`config.mk`:
```
export PLATFORM = sky130hd
export DESIGN_NAME = mux_2x1_lanes_flat
export DESIGN_NICKNAME = d
export VERILOG_FILES = /design/src/rtl/mux_2x1_lanes_if.sv /design/src/rtl/mux_2x1_lanes.sv /design/src/flat_wrapper.sv
export SDC_FILE = /design/constraint.sdc
export NUM_CORES = 1
export LEC_CHECK = 0
export CORE_ASPECT_RATIO = 1.4
export CORE_MARGIN = 3
export CORE_UTILIZATION = 56
export CTS_CLUSTER_SIZE = 40
export DETAILED_ROUTE_END_ITERATION = 6
export GPL_TIMING_DRIVEN = 0
export PLACE_DENSITY = 0.77
export SETUP_SLACK_MARGIN = 0.3
export SKIP_LAST_GASP = 1
export SLEW_MARGIN = 40
export SYNTH_ARGS = -nofsm -noshare
export SYNTH_HDL_FRONTEND = slang
export SYNTH_SLANG_ARGS = --single-unit
```
`constraint.sdc`:
```
create_clock -name clk_2f -period 3.62 [get_ports clk_2f]
set_input_delay 0.362 -clock clk_2f [delete_from_list [all_inputs] [get_ports clk_2f]]
set_output_delay 0.362 -clock clk_2f [all_outputs]
set_load 0.02 [all_outputs]
```
`src/rtl/mux_2x1_lanes_if.sv`:
```
// Lane input / muxed output bundle for mux_2x1_lanes.
// master = traffic source/sink, slave = the mux itself.
interface mux_2x1_lanes_if #(
  parameter int DATA_W = 8
);
  logic [DATA_W-1:0] data_in_0;
  logic              valid_in_0;
  logic [DATA_W-1:0] data_in_1;
  logic              valid_in_1;
  logic              ready_0;
  logic              ready_1;
  logic [DATA_W-1:0] data_out;
  logic              valid_out;
  logic              lane_out;
  logic              overflow_0;
  logic              overflow_1;

  modport master (
    output data_in_0, valid_in_0,
    output data_in_1, valid_in_1,
    input  ready_0, ready_1,
    input  data_out, valid_out, lane_out,
    input  overflow_0, overflow_1
  );

  modport slave (
    input  data_in_0, valid_in_0,
    input  data_in_1, valid_in_1,
    output ready_0, ready_1,
    output data_out, valid_out, lane_out,
    output overflow_0, overflow_1
  );
endinterface

```
`src/rtl/mux_2x1_lanes.sv`:
```
// Two-lane to one-lane round-robin interleaver with per-lane FIFOs.
// Optional MUX2_DROP_COUNT_EN adds a saturating drop_count output.
module mux_2x1_lanes #(
  parameter int DATA_W     = 8,
  parameter int FIFO_DEPTH = 4
) (
  input  logic clk_2f,
  input  logic reset,
`ifdef MUX2_DROP_COUNT_EN
  output logic [7:0] drop_count,
`endif
  mux_2x1_lanes_if.slave bus
);
  localparam int AW = $clog2(FIFO_DEPTH);
  localparam logic [AW:0] FULL = (AW+1)'(FIFO_DEPTH);

  localparam logic [1:0] S_IDLE   = 2'd0;
  localparam logic [1:0] S_SERVE0 = 2'd1;
  localparam logic [1:0] S_SERVE1 = 2'd2;

  logic [DATA_W-1:0] mem0 [FIFO_DEPTH];
  logic [DATA_W-1:0] mem1 [FIFO_DEPTH];
  logic [AW-1:0]     wr0, rd0, wr1, rd1;
  logic [AW:0]       cnt0, cnt1;
  logic              prio;
  logic [1:0]        st, st_nxt;
  logic              push0, push1;
  logic              drop0, drop1;
  logic              ne0, ne1;
  logic              serve0, serve1;

  assign ne0    = (cnt0 != '0);
  assign ne1    = (cnt1 != '0);
  assign push0  = bus.valid_in_0 && (cnt0 != FULL);
  assign push1  = bus.valid_in_1 && (cnt1 != FULL);
  assign drop0  = bus.valid_in_0 && (cnt0 == FULL);
  assign drop1  = bus.valid_in_1 && (cnt1 == FULL);
  assign serve0 = ne0 && (!ne1 || !prio);
  assign serve1 = ne1 && (!ne0 || prio);

  assign bus.ready_0   = (cnt0 != FULL);
  assign bus.ready_1   = (cnt1 != FULL);
  assign bus.valid_out = (st != S_IDLE);

  // Pick the next output state from the pre-edge arbitration result
  always_comb begin
    st_nxt = S_IDLE;
    unique case (1'b1)
      serve0:  st_nxt = S_SERVE0;
      serve1:  st_nxt = S_SERVE1;
      default: st_nxt = S_IDLE;
    endcase
  end

  // FIFO storage; contents need no reset, pointers gate visibility
  always_ff @(posedge clk_2f) begin
    if (push0) mem0[wr0] <= bus.data_in_0;
    if (push1) mem1[wr1] <= bus.data_in_1;
  end

  // Lane 0 pointers and occupancy
  always_ff @(posedge clk_2f or negedge reset) begin
    if (!reset) begin
      wr0  <= '0;
      rd0  <= '0;
      cnt0 <= '0;
    end else begin
      if (push0) wr0 <= wr0 + 1'b1;
      if (serve0) rd0 <= rd0 + 1'b1;
      if (push0 && !serve0) cnt0 <= cnt0 + 1'b1;
      else if (!push0 && serve0) cnt0 <= cnt0 - 1'b1;
    end
  end

  // Lane 1 pointers and occupancy
  always_ff @(posedge clk_2f or negedge reset) begin
    if (!reset) begin
      wr1  <= '0;
      rd1  <= '0;
      cnt1 <= '0;
    end else begin
      if (push1) wr1 <= wr1 + 1'b1;
      if (serve1) rd1 <= rd1 + 1'b1;
      if (push1 && !serve1) cnt1 <= cnt1 + 1'b1;
      else if (!push1 && serve1) cnt1 <= cnt1 - 1'b1;
    end
  end

  // Output register, round-robin priority and sticky overflow flags
  always_ff @(posedge clk_2f or negedge reset) begin
    if (!reset) begin
      st             <= S_IDLE;
      prio           <= 1'b0;
      bus.data_out   <= '0;
      bus.lane_out   <= 1'b0;
      bus.overflow_0 <= 1'b0;
      bus.overflow_1 <= 1'b0;
    end else begin
      st <= st_nxt;
      if (serve0) begin
        bus.data_out <= mem0[rd0];
        bus.lane_out <= 1'b0;
        prio         <= 1'b1;
      end else if (serve1) begin
        bus.data_out <= mem1[rd1];
        bus.lane_out <= 1'b1;
        prio         <= 1'b0;
      end else begin
        bus.data_out <= '0;
      end
      if (drop0) bus.overflow_0 <= 1'b1;
      if (drop1) bus.overflow_1 <= 1'b1;
    end
  end

`ifdef MUX2_DROP_COUNT_EN
  logic [8:0] dc_sum;
  assign dc_sum = {1'b0, drop_count}
                + {8'd0, drop0} + {8'd0, drop1};

  // Saturating count of dropped words
  always_ff @(posedge clk_2f or negedge reset) begin
    if (!reset) drop_count <= 8'd0;
    else if (dc_sum[8]) drop_count <= 8'hFF;
    else drop_count <= dc_sum[7:0];
  end
`endif

endmodule

```
`src/flat_wrapper.sv`:
```
// flat-port wrapper written by rule: the top's interface ports become plain ports
module mux_2x1_lanes_flat 
#(
  parameter int DATA_W     = 8,
  parameter int FIFO_DEPTH = 4
)
  (clk_2f, reset, bus_data_in_0, bus_valid_in_0, bus_data_in_1, bus_valid_in_1, bus_ready_0, bus_ready_1, bus_data_out, bus_valid_out, bus_lane_out, bus_overflow_0, bus_overflow_1);
  mux_2x1_lanes_if #(.DATA_W(DATA_W)) bus_i ();
  input  logic clk_2f;
  input  logic reset;
  input wire logic [$bits(bus_i.data_in_0)-1:0] bus_data_in_0;
  input wire logic [$bits(bus_i.valid_in_0)-1:0] bus_valid_in_0;
  input wire logic [$bits(bus_i.data_in_1)-1:0] bus_data_in_1;
  input wire logic [$bits(bus_i.valid_in_1)-1:0] bus_valid_in_1;
  output wire logic [$bits(bus_i.ready_0)-1:0] bus_ready_0;
  output wire logic [$bits(bus_i.ready_1)-1:0] bus_ready_1;
  output wire logic [$bits(bus_i.data_out)-1:0] bus_data_out;
  output wire logic [$bits(bus_i.valid_out)-1:0] bus_valid_out;
  output wire logic [$bits(bus_i.lane_out)-1:0] bus_lane_out;
  output wire logic [$bits(bus_i.overflow_0)-1:0] bus_overflow_0;
  output wire logic [$bits(bus_i.overflow_1)-1:0] bus_overflow_1;
  assign bus_i.data_in_0 = bus_data_in_0;
  assign bus_i.valid_in_0 = bus_valid_in_0;
  assign bus_i.data_in_1 = bus_data_in_1;
  assign bus_i.valid_in_1 = bus_valid_in_1;
  assign bus_ready_0 = bus_i.ready_0;
  assign bus_ready_1 = bus_i.ready_1;
  assign bus_data_out = bus_i.data_out;
  assign bus_valid_out = bus_i.valid_out;
  assign bus_lane_out = bus_i.lane_out;
  assign bus_overflow_0 = bus_i.overflow_0;
  assign bus_overflow_1 = bus_i.overflow_1;
  mux_2x1_lanes #(.DATA_W(DATA_W), .FIFO_DEPTH(FIFO_DEPTH)) u_core (.clk_2f(clk_2f), .reset(reset), .bus(bus_i));
endmodule
```
======== After elaboration in Yosys (flattened, before gate mapping) ========
Memories as Yosys holds them, arrays and structs flattened.
Cells that the tools add are included.
storage, ports and cells
  register bits after elaboration ......... 28
  memory bits (writable) .................. 64
  input port bits ......................... 20
  output and inout bits ................... 14
  word-level logic and storage cells ...... 66
  memories ................................ 2
memory list
  memory       words  width  rd ports  clocked after memory_dff  write ports  line                 RTL
  u_core.mem0  4      8      1         0                         1            mux_2x1_lanes.sv:21  logic [DATA_W-1:0] mem0 [FIFO_DEPTH];
  u_core.mem1  4      8      1         0                         1            mux_2x1_lanes.sv:22  logic [DATA_W-1:0] mem1 [FIFO_DEPTH];
cells by class
  add/sub/neg operators ................... 8
  equal/unequal tests ..................... 4
  mux-type cells .......................... 15
  reduce and logical (&&, ||, !) cells .... 25
operators by type and width
  kind                 count
  $mux 8               2
  $mux 3               4
  $logic_and 1x1->1    10
  $add 2x1->2 const B  4
  $mux 1               8
  $reduce_bool 2->1    4
  $logic_not 1->1      7
  $add 3x1->3 const B  2
  $eq 3x3->1 const B   2
  $ne 3x3->1 const B   2
  $reduce_bool 3->1    2
  $sub 3x1->3 const B  2
  $pmux 2 s2           1
  $logic_or 1x1->1     2

======== Depth between registers and ports, before layout ========
Gate-level depths: netlist of run 1.
  depth in word-level cells ............... 7
  gate-level depth with buffers ........... 11
  mapped depth without buffers ............ 9

======== Worst setup path before layout of run 1 ========
OpenSTA, ideal clock, no wires.
  kind .................................... reg2reg
  start point ............................. reg u_core.cnt1[0]
  end point ............................... reg u_core.cnt0[1]
  library setup time ...................... 0.125 ns
  arrival time ............................ 2.149 ns
  required time ........................... 3.495 ns
  slack ................................... 1.347 ns
  stages on the path, launching flop included .. 10
  path buffers ............................ 2
  period minus slack after synthesis ...... 2.273 ns
  cell sequence ........................... dfrtp_1 -> or3_1 -> buf_6 -> a21oi_4 -> buf_6 -> inv_1 -> ha_1 -> inv_1 -> fa_1 -> mux2_2
on the way
  word-level cells in the longest chain between the ends .. 7
  elaborated cells between the ends (all ways) .. 9
  those cells by class .................... mux (1); reduce/logical (8)
ends and longest elaborated chain
  item                                         line                 RTL
  start, declared                              mux_2x1_lanes.sv:24  logic [AW:0] cnt0, cnt1;
  start signal, assigned                       mux_2x1_lanes.sv:84  if (push1 && !serve1) cnt1 <= cnt1 + 1'b1;
  start signal, assigned                       mux_2x1_lanes.sv:85  else if (!push1 && serve1) cnt1 <= cnt1 - 1'b1;
  $reduce_bool 3->1 (*)                        mux_2x1_lanes.sv:33  assign ne1 = (cnt1 != '0);
  $logic_not 1->1 (*)                          mux_2x1_lanes.sv:38  assign serve0 = ne0 && (!ne1 || !prio);
  $logic_or 1x1->1 (*)                         mux_2x1_lanes.sv:38
  $logic_and 1x1->1 (*)                        mux_2x1_lanes.sv:38
  $logic_not 1->1                              mux_2x1_lanes.sv:70  if (push0 && !serve0) cnt0 <= cnt0 + 1'b1;
  $logic_and 1x1->1                            mux_2x1_lanes.sv:70
  $mux 3 or $reduce_bool 2->1 (tied branches)  --
  end signal, assigned                         mux_2x1_lanes.sv:70
  end signal, assigned                         mux_2x1_lanes.sv:71  else if (!push0 && serve0) cnt0 <= cnt0 - 1'b1;
  end, declared                                mux_2x1_lanes.sv:24
Every way passes the cells marked *; elsewhere a longest branch is shown, timed or not.
A chain may end at the register's enable or synchronous reset.

======== Final worst setup path of run 1 ========
Ends and elaborated chain as after synthesis.

==> metrics.cfg, run 1 <==
[place]
portBuffers = 33
dp_hpwl_um = 4120
place_area_mm2 = 0.00409
routabilityCongestion = 0.768

[cts]
clock_sinks = 92
clk_pin_slew_ns = 0.08
clk_latency_ns = 0.35
clockRootBuffer = clkbuf_8
cts_hold_buf = 0
htreeDepth = 3
cts_max_path_buffers = 2
cts_tree = done
post_cts_buffers = 0
numCtsBuffers = 9
ctsResizeCount = 0

[synth]
syn_inst = 190
ys.flop_type = edfxtp_1
yosysMostFrequentCell = edfxtp_1
synth_warnings = 0
synth_nets = 222
synth_edf_count = 64
syn_avg_cell_area_um2 = 19.3
synth_top_area_cell = edfxtp_1
yosysUniqueCellTypes = 29
syn_area_mm2 = 0.00367
synth_area_leaders = edfxtp_1, dfrtp_1, mux4_2, ha_1, a22o_1
ys_seq_area_frac = 0.714
synth_top_area_share = 0.523
ys_async_sr_fraction = 0.304
synth_common_cells = edfxtp_1, dfrtp_1, mux4_2
synth-seq-cells = 92

[global_route]
antenna_found_initial = 0
track_usage = 0.179
grt_start_max_net_pins = 29
grt_pass1_wl_um = 9500
grt_pass1_vias = 1866
grt-ovfl-total = 0

[finish]
num-nets-final = 266
fillers = 427
layout-drive-gt1-share = 0.197
fin_area_mm2 = 0.00435
n_antenna_cell = 0
syn2layout_area_growth_pct = 18.3
multiInputGateArea_um2 = 951
seq_area_mm2 = 0.00262

[sta]
max_freq_ghz = 0.409
setup_viol = 0
tightest_slew_ns = 0.641
finClkSkew_ns = 0.0103
finalCriticalPeriod_ns = 2.44
slew_viol_final = 0
hold_ws_ns = 0.0255
rsz0062_at_grt = false
finalHoldViolCount = 0
slew_headroom = 0.573
timing.final.crit_share = 0.675
setup_tns_ns = 0

[detailed_routing]
routedWlPerCell_um = 18.9
vias_per_cell = 5.53
firstDrtPassIters = 4
drtAntennaViolNets = 0
via_count = 1719
drt-initial-drc-count = 107
wl_um = 5880
remaining_drc_errors = 0

[critical_path]
cp-start-kind = flip-flop
worstPathRequired_ns = 3.85
rrSetupSlack_ns = 1.18
path_max_fanout = 10
ff2ff_path_depth = 9
path_class = flip-flop to flip-flop
r2r-start = u_core.cnt1[0]
crit_path_end_kind = flip-flop
critPathArrivalTime_ns = 2.68
rr_endpoint = u_core.cnt0[1]

[die]
die-area_mm2 = 0.00758
io_pins = 34
start_util = 0.583
core_mm2 = 0.00630
rows = 34
die_h_um = 102
die_width_um = 74.5

[power_and_ir_drop]
leakage_uw = 0.00161
vdd_drop_max_mv = 0.520
p_per_area_mw_per_mm2 = 895

[worst_hold_path]
holdCritPathClass = input pin to asynchronous set/reset pin

[run]
maxCapViolations = 0

[status]
status = finished clean

[metrics by stage]
stage / setup slack, ns / util / power (uW) / std cells
detailed placement: 1.10 / 0.649 / 3090 / 295
global route: 1.06 / 0.690 / 4130 / 311
finish: 1.18 / 0.690 / 3890 / 311
global placement: 1.16 / 0.650 / 3040 / 295
CTS: 1.17 / 0.690 / 3950 / 311
floorplan: 1.35 / - / 2630 / 190
[how the worst max path moves through the flow]
| stage | startpoint | endpoint | slack [ns] | cells after the start |
|---|---|---|---|---|
| final | u_core.cnt1[0] | u_core.cnt0[1] | 1.18 | 9 |
| after global routing | u_core.cnt0[0] | u_core.cnt1[1] | 1.06 | 8 |
| after CTS | u_core.cnt1[0] | u_core.cnt0[1] | 1.17 | 9 |
| after detailed placement | bus_valid_in_0 | u_core.cnt0[2] | 1.10 | 9 |
| after global placement | bus_valid_in_0 | u_core.cnt0[2] | 1.16 | 9 |
| after floorplan | u_core.cnt1[0] | u_core.cnt0[1] | 1.35 | 9 |
[cell families after synthesis]
logic type,share of synthesized area
buffers and inverters,0.0272
DFF,0.714
adders and majority gates,0.0450
and+or+nand+nor,0.0341
AOI/OAI and AO/OA,0.0381
muxes,0.113
xor gates and xnor gates,0.0286
[state kept, by name, summed over array words and instances (netlist names), 2 cells and up]
register and flops:
u_core.mem0 32, u_core.mem1 32, u_core.bus.data_out 8, u_core.cnt0 3, u_core.cnt1 3, u_core.rd0 2
u_core.rd1 2, u_core.st 2, u_core.wr0 2, u_core.wr1 2
[power breakdown]
part | total (uW) | switching, uW | internal (uW)
registers | 1610 | 149 | 1470
clock network | 849 | 321 | 528
logic | 1430 | 705 | 722
[area by class of cell]
class / count / area share
clock buffer: 11 / 0.0302
multi-input combinational: 78 / 0.219
buffer: 9 / 0.0135
tap: 72 / 0.0207
clock inverter: 5 / 0.0288
inverter: 11 / 0.00950
timing repair buffer: 33 / 0.0749
sequential: 92 / 0.604
[routing by layer]
metal | GRT usage | routed length (um) | share of wire
met3 | 0.0453 | 215 | 0.037
met5 | 0 | 0 | 0
met2 | 0.304 | 3230 | 0.55
met1 | 0.215 | 2360 | 0.40
met4 | 0.0740 | 78 | 0.013
[placed cells by master (no fill, tap or decap), drive strengths merged, types with 7 or more instances in the layout]
cell type	count
dfrtp	28
clkdlybuf4s50	32
buf	8
clkbuf	13
edfxtp	64
a22o	8
ha	10
and2	8
inv	11
mux4	16
xor2	7
[worst max-delay path, cell delays in order, from the launching register on]
cell and delay, ns:
dfrtp_1 0.46, or3_1 0.39, buf_6 0.15, a21oi_4 0.17, buf_6 0.17, inv_1 0.05, ha_1 0.19, inv_1 0.08
fa_1 0.41, mux2_2 0.26
Power figures use the tool's default switching activity.
==> run 2, diff against run 1 <==
==> constraint.sdc (replaced) <==
create_clock -name clk_2f -period 2.3 [get_ports clk_2f]
set_input_delay 0.23 -clock clk_2f [delete_from_list [all_inputs] [get_ports clk_2f]]
set_output_delay 0.23 -clock clk_2f [all_outputs]
set_load 0.02 [all_outputs]
==> run 2 against run 1 <==
Count of clock-buffer cells in the layout unchanged. Total power increased by 53%. Global-route usage about the same. Cell count increased by 3.5%. Highest routed layer unchanged. Worst setup slack got worse by 1.1 ns. Fmax increased by 10%. First-iteration DRC count increased by 12%. Largest power group unchanged.
==> metrics.cfg, run 2 (synthesis results as in run 1) <==
[status]
status = finished clean

[sta]
max_freq_ghz = 0.452
rsz0062_at_grt = true
setup_viol = 0
layout_setup_ws_ns = 0.0855
hold_ws_ns = 0.454
tightest_slew_ns = 0.688
finClkSkew_ns = 0.00733
finalCriticalPeriod_ns = 2.21
setup_tns_ns = 0
slew_viol_final = 0
finalHoldViolCount = 0
slew_headroom = 0.542
timing.final.crit_share = 0.963

[critical_path]
rr_endpoint = u_core.cnt1[2]
critPathArrivalTime_ns = 2.48
r2r-start = u_core.cnt1[1]
crit_start = u_core.cnt1[1]
cp-start-kind = flip-flop
crit_path_end_kind = flip-flop
path_max_fanout = 4
path_class = flip-flop to flip-flop
rrSetupSlack_ns = 0.09
worstPathRequired_ns = 2.56
ff2ff_path_depth = 11

[cts]
cts_max_path_buffers = 2
numCtsBuffers = 9
cts_tree = done
clockRootBuffer = clkbuf_8
clk_latency_ns = 0.34
htreeDepth = 3
clk_pin_slew_ns = 0.08
clock_sinks = 92

[finish]
final_util = 0.698
num-nets-final = 277
stdcell_count = 322
reg_top3 = u_core.mem0 (32), u_core.mem1 (32), u_core.bus.data_out (8)
multiInputGateArea_um2 = 992
layout_commonest_cell = edfxtp_1
layout-drive-gt1-share = 0.284
syn2layout_area_growth_pct = 19.7
most-common-layout-cells = edfxtp_1, clkdlybuf4s50_1, dfrtp_1
seq_area_mm2 = 0.00263
fillers = 422
n_antenna_cell = 0

[die]
die_width_um = 74.5
core_mm2 = 0.00630
rows = 34
die-area_mm2 = 0.00758
start_util = 0.583
die_h_um = 102
io_pins = 34

[place]
dp_hpwl_um = 3990
routabilityCongestion = 0.707
portBuffers = 33
dp_slack_ns = -0.0801
dp.cells = 295

[worst_hold_path]
hold_path_end = u_core.bus.overflow_1
holdCritPathClass = flip-flop to flip-flop
min_path_cells = 1
min_from = u_core.bus.overflow_1

[detailed_routing]
firstDrtPassIters = 4
vias_per_cell = 5.39
routedWlPerCell_um = 18.0
drtAntennaViolNets = 0
remaining_drc_errors = 0
wl_um = 5790
via_count = 1734
drt-initial-drc-count = 120

[run]
maxCapViolations = 0

[global_route]
track_usage = 0.179
grt_pass1_wl_um = 9630
grt_start_max_net_pins = 29
grt_pass1_vias = 1903
antenna_found_initial = 0
grt-ovfl-total = 0

[power_and_ir_drop]
vdd_drop_max_mv = 0.648
p_per_area_mw_per_mm2 = 1360
leakage_uw = 0.00164

## run 2: cell types whose count changed in the layout (fill, tap and decap cells not counted), moves of 3 or more
cell | before | now
buf_4 | 0 | 10
bufinv_16 | 4 | 0
clkbuf_1 | 4 | 1
clkinv_2 | 1 | 4
inv_1 | 11 | 7
inv_2 | 0 | 3
## run 2: power breakdown
part           total (uW)  switching, uW  internal (uW)
registers            2520            215           2310
logic                2510           1180           1330
clock network         929            513            416
total                5960           1910           4050
## run 2: area by class of cell
class / instances / share of cell area
flip-flops and latches: 92 / 0.597
multi-input cells: 78 / 0.226
repair buffers: 44 / 0.0939
clock buffers: 11 / 0.0322
well taps: 72 / 0.0205
plain buffers: 9 / 0.0148
inverters: 11 / 0.00996
clock inverters: 5 / 0.00598
## run 2: timing repair
action	CTS	global route
setup endpoints to repair	4	5
resized for setup	5	2
hold buffers	1	0
pin swaps	7	2
endpoints found under the hold margin	28	0
setup buffers	9	1
## run 2: worst max-delay path by stage
stage	slack, ns	endpoint
6_report	0.09	u_core.cnt1[2]
5_1_grt	-0.04	u_core.cnt1[2]
4_1_cts	0.09	u_core.cnt0[1]
3_5_place_dp	-0.08	u_core.cnt0[1]
3_3_place_gp	-0.05	u_core.cnt0[1]
2_1_floorplan	0.06	u_core.cnt0[1]
## run 2: worst max-delay path: stages (launching register included)
cell	delay (ns)
dfrtp_2	0.44
or3_4	0.34
buf_6	0.14
o21a_4	0.12
buf_8	0.12
inv_4	0.04
ha_4	0.12
inv_2	0.04
fa_2	0.34
xor2_1	0.15
nor2_1	0.13
xor2_1	0.16
## run 2: metal layers
metal  up-vias  routed length (um)  track usage
met4         0                  70       0.0616
met1       883                2410        0.233
met5         -                   0            0
met3         6                 155       0.0354
li1        818                   -            -
met2        27                3160        0.299
## run 2: through the flow
step           area (um2)  power, uW
2_1_floorplan        3710       4230
3_3_place_gp         4130       4870
3_5_place_dp         4130       4940
4_1_cts              4390       6010
5_1_grt              4400       6390
6_report             4400       5960
==> run 3, diff against run 2 <==
--- a/config.mk
+++ b/config.mk
@@ -6,7 +6,6 @@
 export NUM_CORES = 1
 export LEC_CHECK = 0
 export CORE_ASPECT_RATIO = 1.4
-export CORE_MARGIN = 3
 export CORE_UTILIZATION = 56
 export CTS_CLUSTER_SIZE = 40
 export DETAILED_ROUTE_END_ITERATION = 6
==> run 3 against run 2 <==
Wire length grew 1.1%. Sequential share of layout area shrank 1.4 points. Register-to-register slack is essentially flat.
==> metrics.cfg, run 3 (synthesis results as in run 1) <==
[critical_path]
critical_path.max_stage_delay_ns = 0.41
crit_chain = or3_4 > buf_6 > a21oi_4 > buf_6 > inv_4 > ha_4 > inv_2 > fa_2 > mux2_4
crit_path_end_kind = flip-flop
cp_common_cell = buf_6
critPathTopFamily = adder cells
critPathArrivalTime_ns = 2.46
cp-start-kind = flip-flop
cp_slowest_cell = dfrtp_2
worstPathRequired_ns = 2.54
path_max_fanout = 4
crit_buf_inv = 4
path_class = flip-flop to flip-flop

[finish]
syn2layout_area_growth_pct = 22.5
n_antenna_cell = 0
stdcell_count = 329
num-nets-final = 284
layout_commonest_cell = edfxtp_1
layout-drive-gt1-share = 0.296
fillers = 396
fin_area_mm2 = 0.00450
most-common-layout-cells = edfxtp_1, clkdlybuf4s50_1, dfrtp_1
final_util = 0.719
reg_top3 = u_core.mem0 (32), u_core.mem1 (32), u_core.bus.data_out (8)

[power_and_ir_drop]
leakage_uw = 0.00169
intPower_uw = 4370
swShare = 0.311
p_per_area_mw_per_mm2 = 1410
clkPwrFrac = 0.179
p_sw_uw = 1970
p_comb_frac = 0.423
vdd_drop_max_mv = 0.649
seq_power_share = 0.398

[sta]
slew_viol_final = 0
hold_ws_ns = 0.442
setup_viol = 0
rsz0062_at_grt = true
max_freq_ghz = 0.451
finClkSkew_ns = 0.0104
tightest_slew_ns = 0.655
slew_headroom = 0.563
timing.final.crit_share = 0.964
finalCriticalPeriod_ns = 2.22
setup_tns_ns = 0
finalHoldViolCount = 0

[global_route]
grt_pass1_wl_um = 9740
track_usage = 0.196
grt-ovfl-total = 0
antenna_found_initial = 0
grt_start_max_net_pins = 29
grt_pass1_vias = 1900

[detailed_routing]
wl_um = 5850
firstDrtPassIters = 6
vias_per_cell = 5.48
routedWlPerCell_um = 17.8
drtAntennaViolNets = 0
drt-initial-drc-count = 76
remaining_drc_errors = 0
via_count = 1804

[cts]
cts_max_path_buffers = 2
clk_latency_ns = 0.35
clock_sinks = 92
htreeDepth = 3
clockRootBuffer = clkbuf_8
numCtsBuffers = 9
cts_tree = done
clk_pin_slew_ns = 0.09

[status]
status = finished clean

[place]
dp.cells = 295
place_area_mm2 = 0.00413
dp_hpwl_um = 3800
portBuffers = 33
routabilityCongestion = 0.677

[run]
maxCapViolations = 0

[worst_hold_path]
holdCritPathClass = input pin to asynchronous set/reset pin

[die]
io_pins = 34
die_h_um = 97.8
core_mm2 = 0.00625
start_util = 0.587
die_width_um = 70.5
rows = 34
die-area_mm2 = 0.00689

==> run 3: cell types whose count changed in the layout (fill, tap and decap cells not counted), sizes merged <==
cell	change
bufinv	+2
buf	+8
inv	-1
clkinvlp	+1
clkinv	-1
clkbuf	-2
==> run 3: worst register-to-register path: cells and delay by family (launching register included) <==
family                     cells  cell delay (ns)
adders and majority gates      2             0.56
DFF                            1             0.41
and+or+nand+nor                1             0.37
buffers and inverters          4             0.35
muxes                          1             0.28
AOI/OAI and AO/OA              1             0.13
==> run 3: per-layer routing <==
layer | global-route usage | vias to the layer above | part of all wire
li1 | - | 834 | -
met1 | 0.248 | 921 | 0.40
met2 | 0.325 | 40 | 0.55
met3 | 0.0506 | 9 | 0.033
met4 | 0.0738 | 0 | 0.016
met5 | 0 | - | 0
==> run 3: path summary, 6_finish.rpt <==
path                       slack (ns)                     to  depth (start not counted)                  start
setup reg to reg                 0.08         u_core.cnt0[1]                          9         u_core.cnt1[0]
setup / recovery                 0.08         u_core.cnt0[1]                          9         u_core.cnt1[0]
max in group asynchronous        1.40         u_core.cnt1[0]                          2                  reset
min in group clk_2f              0.46  u_core.bus.overflow_1                          1  u_core.bus.overflow_1
hold / removal                   0.44         u_core.cnt0[1]                          2                  reset
hold reg to reg                  0.46  u_core.bus.overflow_1                          1  u_core.bus.overflow_1
==> run 3: area by class of cell <==
class                      instances  area [um2]  area share
sequential                        92        2630       0.583
tap                               72        90.1      0.0200
buffer                             9        65.1      0.0145
clock buffer                      10         128      0.0284
inverter                          11        46.3      0.0103
timing repair buffer              51         465       0.103
clock inverter                     6        80.1      0.0178
multi-input combinational         78        1000       0.222
==> run 3: stage by stage <==
step	setup WS (ns)	power [uW]
floorplan	0.0594	4230
global placement	-0.0713	4880
detailed placement	-0.0925	4950
CTS	0.0621	6260
global route	-0.0232	6740
finish	0.0839	6340
==> run 3: timing repair <==
item                                   4_1_cts  5_1_grt
cloned                                       0        0
hold buffers                                 1        0
gates resized for setup                      7        5
endpoints found under the hold margin       28        0
pin swaps                                    7        6
setup buffers                                9        8
setup endpoints to repair                    4       38
==> run 3: power groups by stage <==
stage	clock network, uW	registers [uW]	logic (uW)
detailed placement	0	2580	2380
global route	1210	2580	2950
CTS	1150	2530	2580
floorplan	0	2650	1580
finish	1130	2520	2680
global placement	0	2560	2320
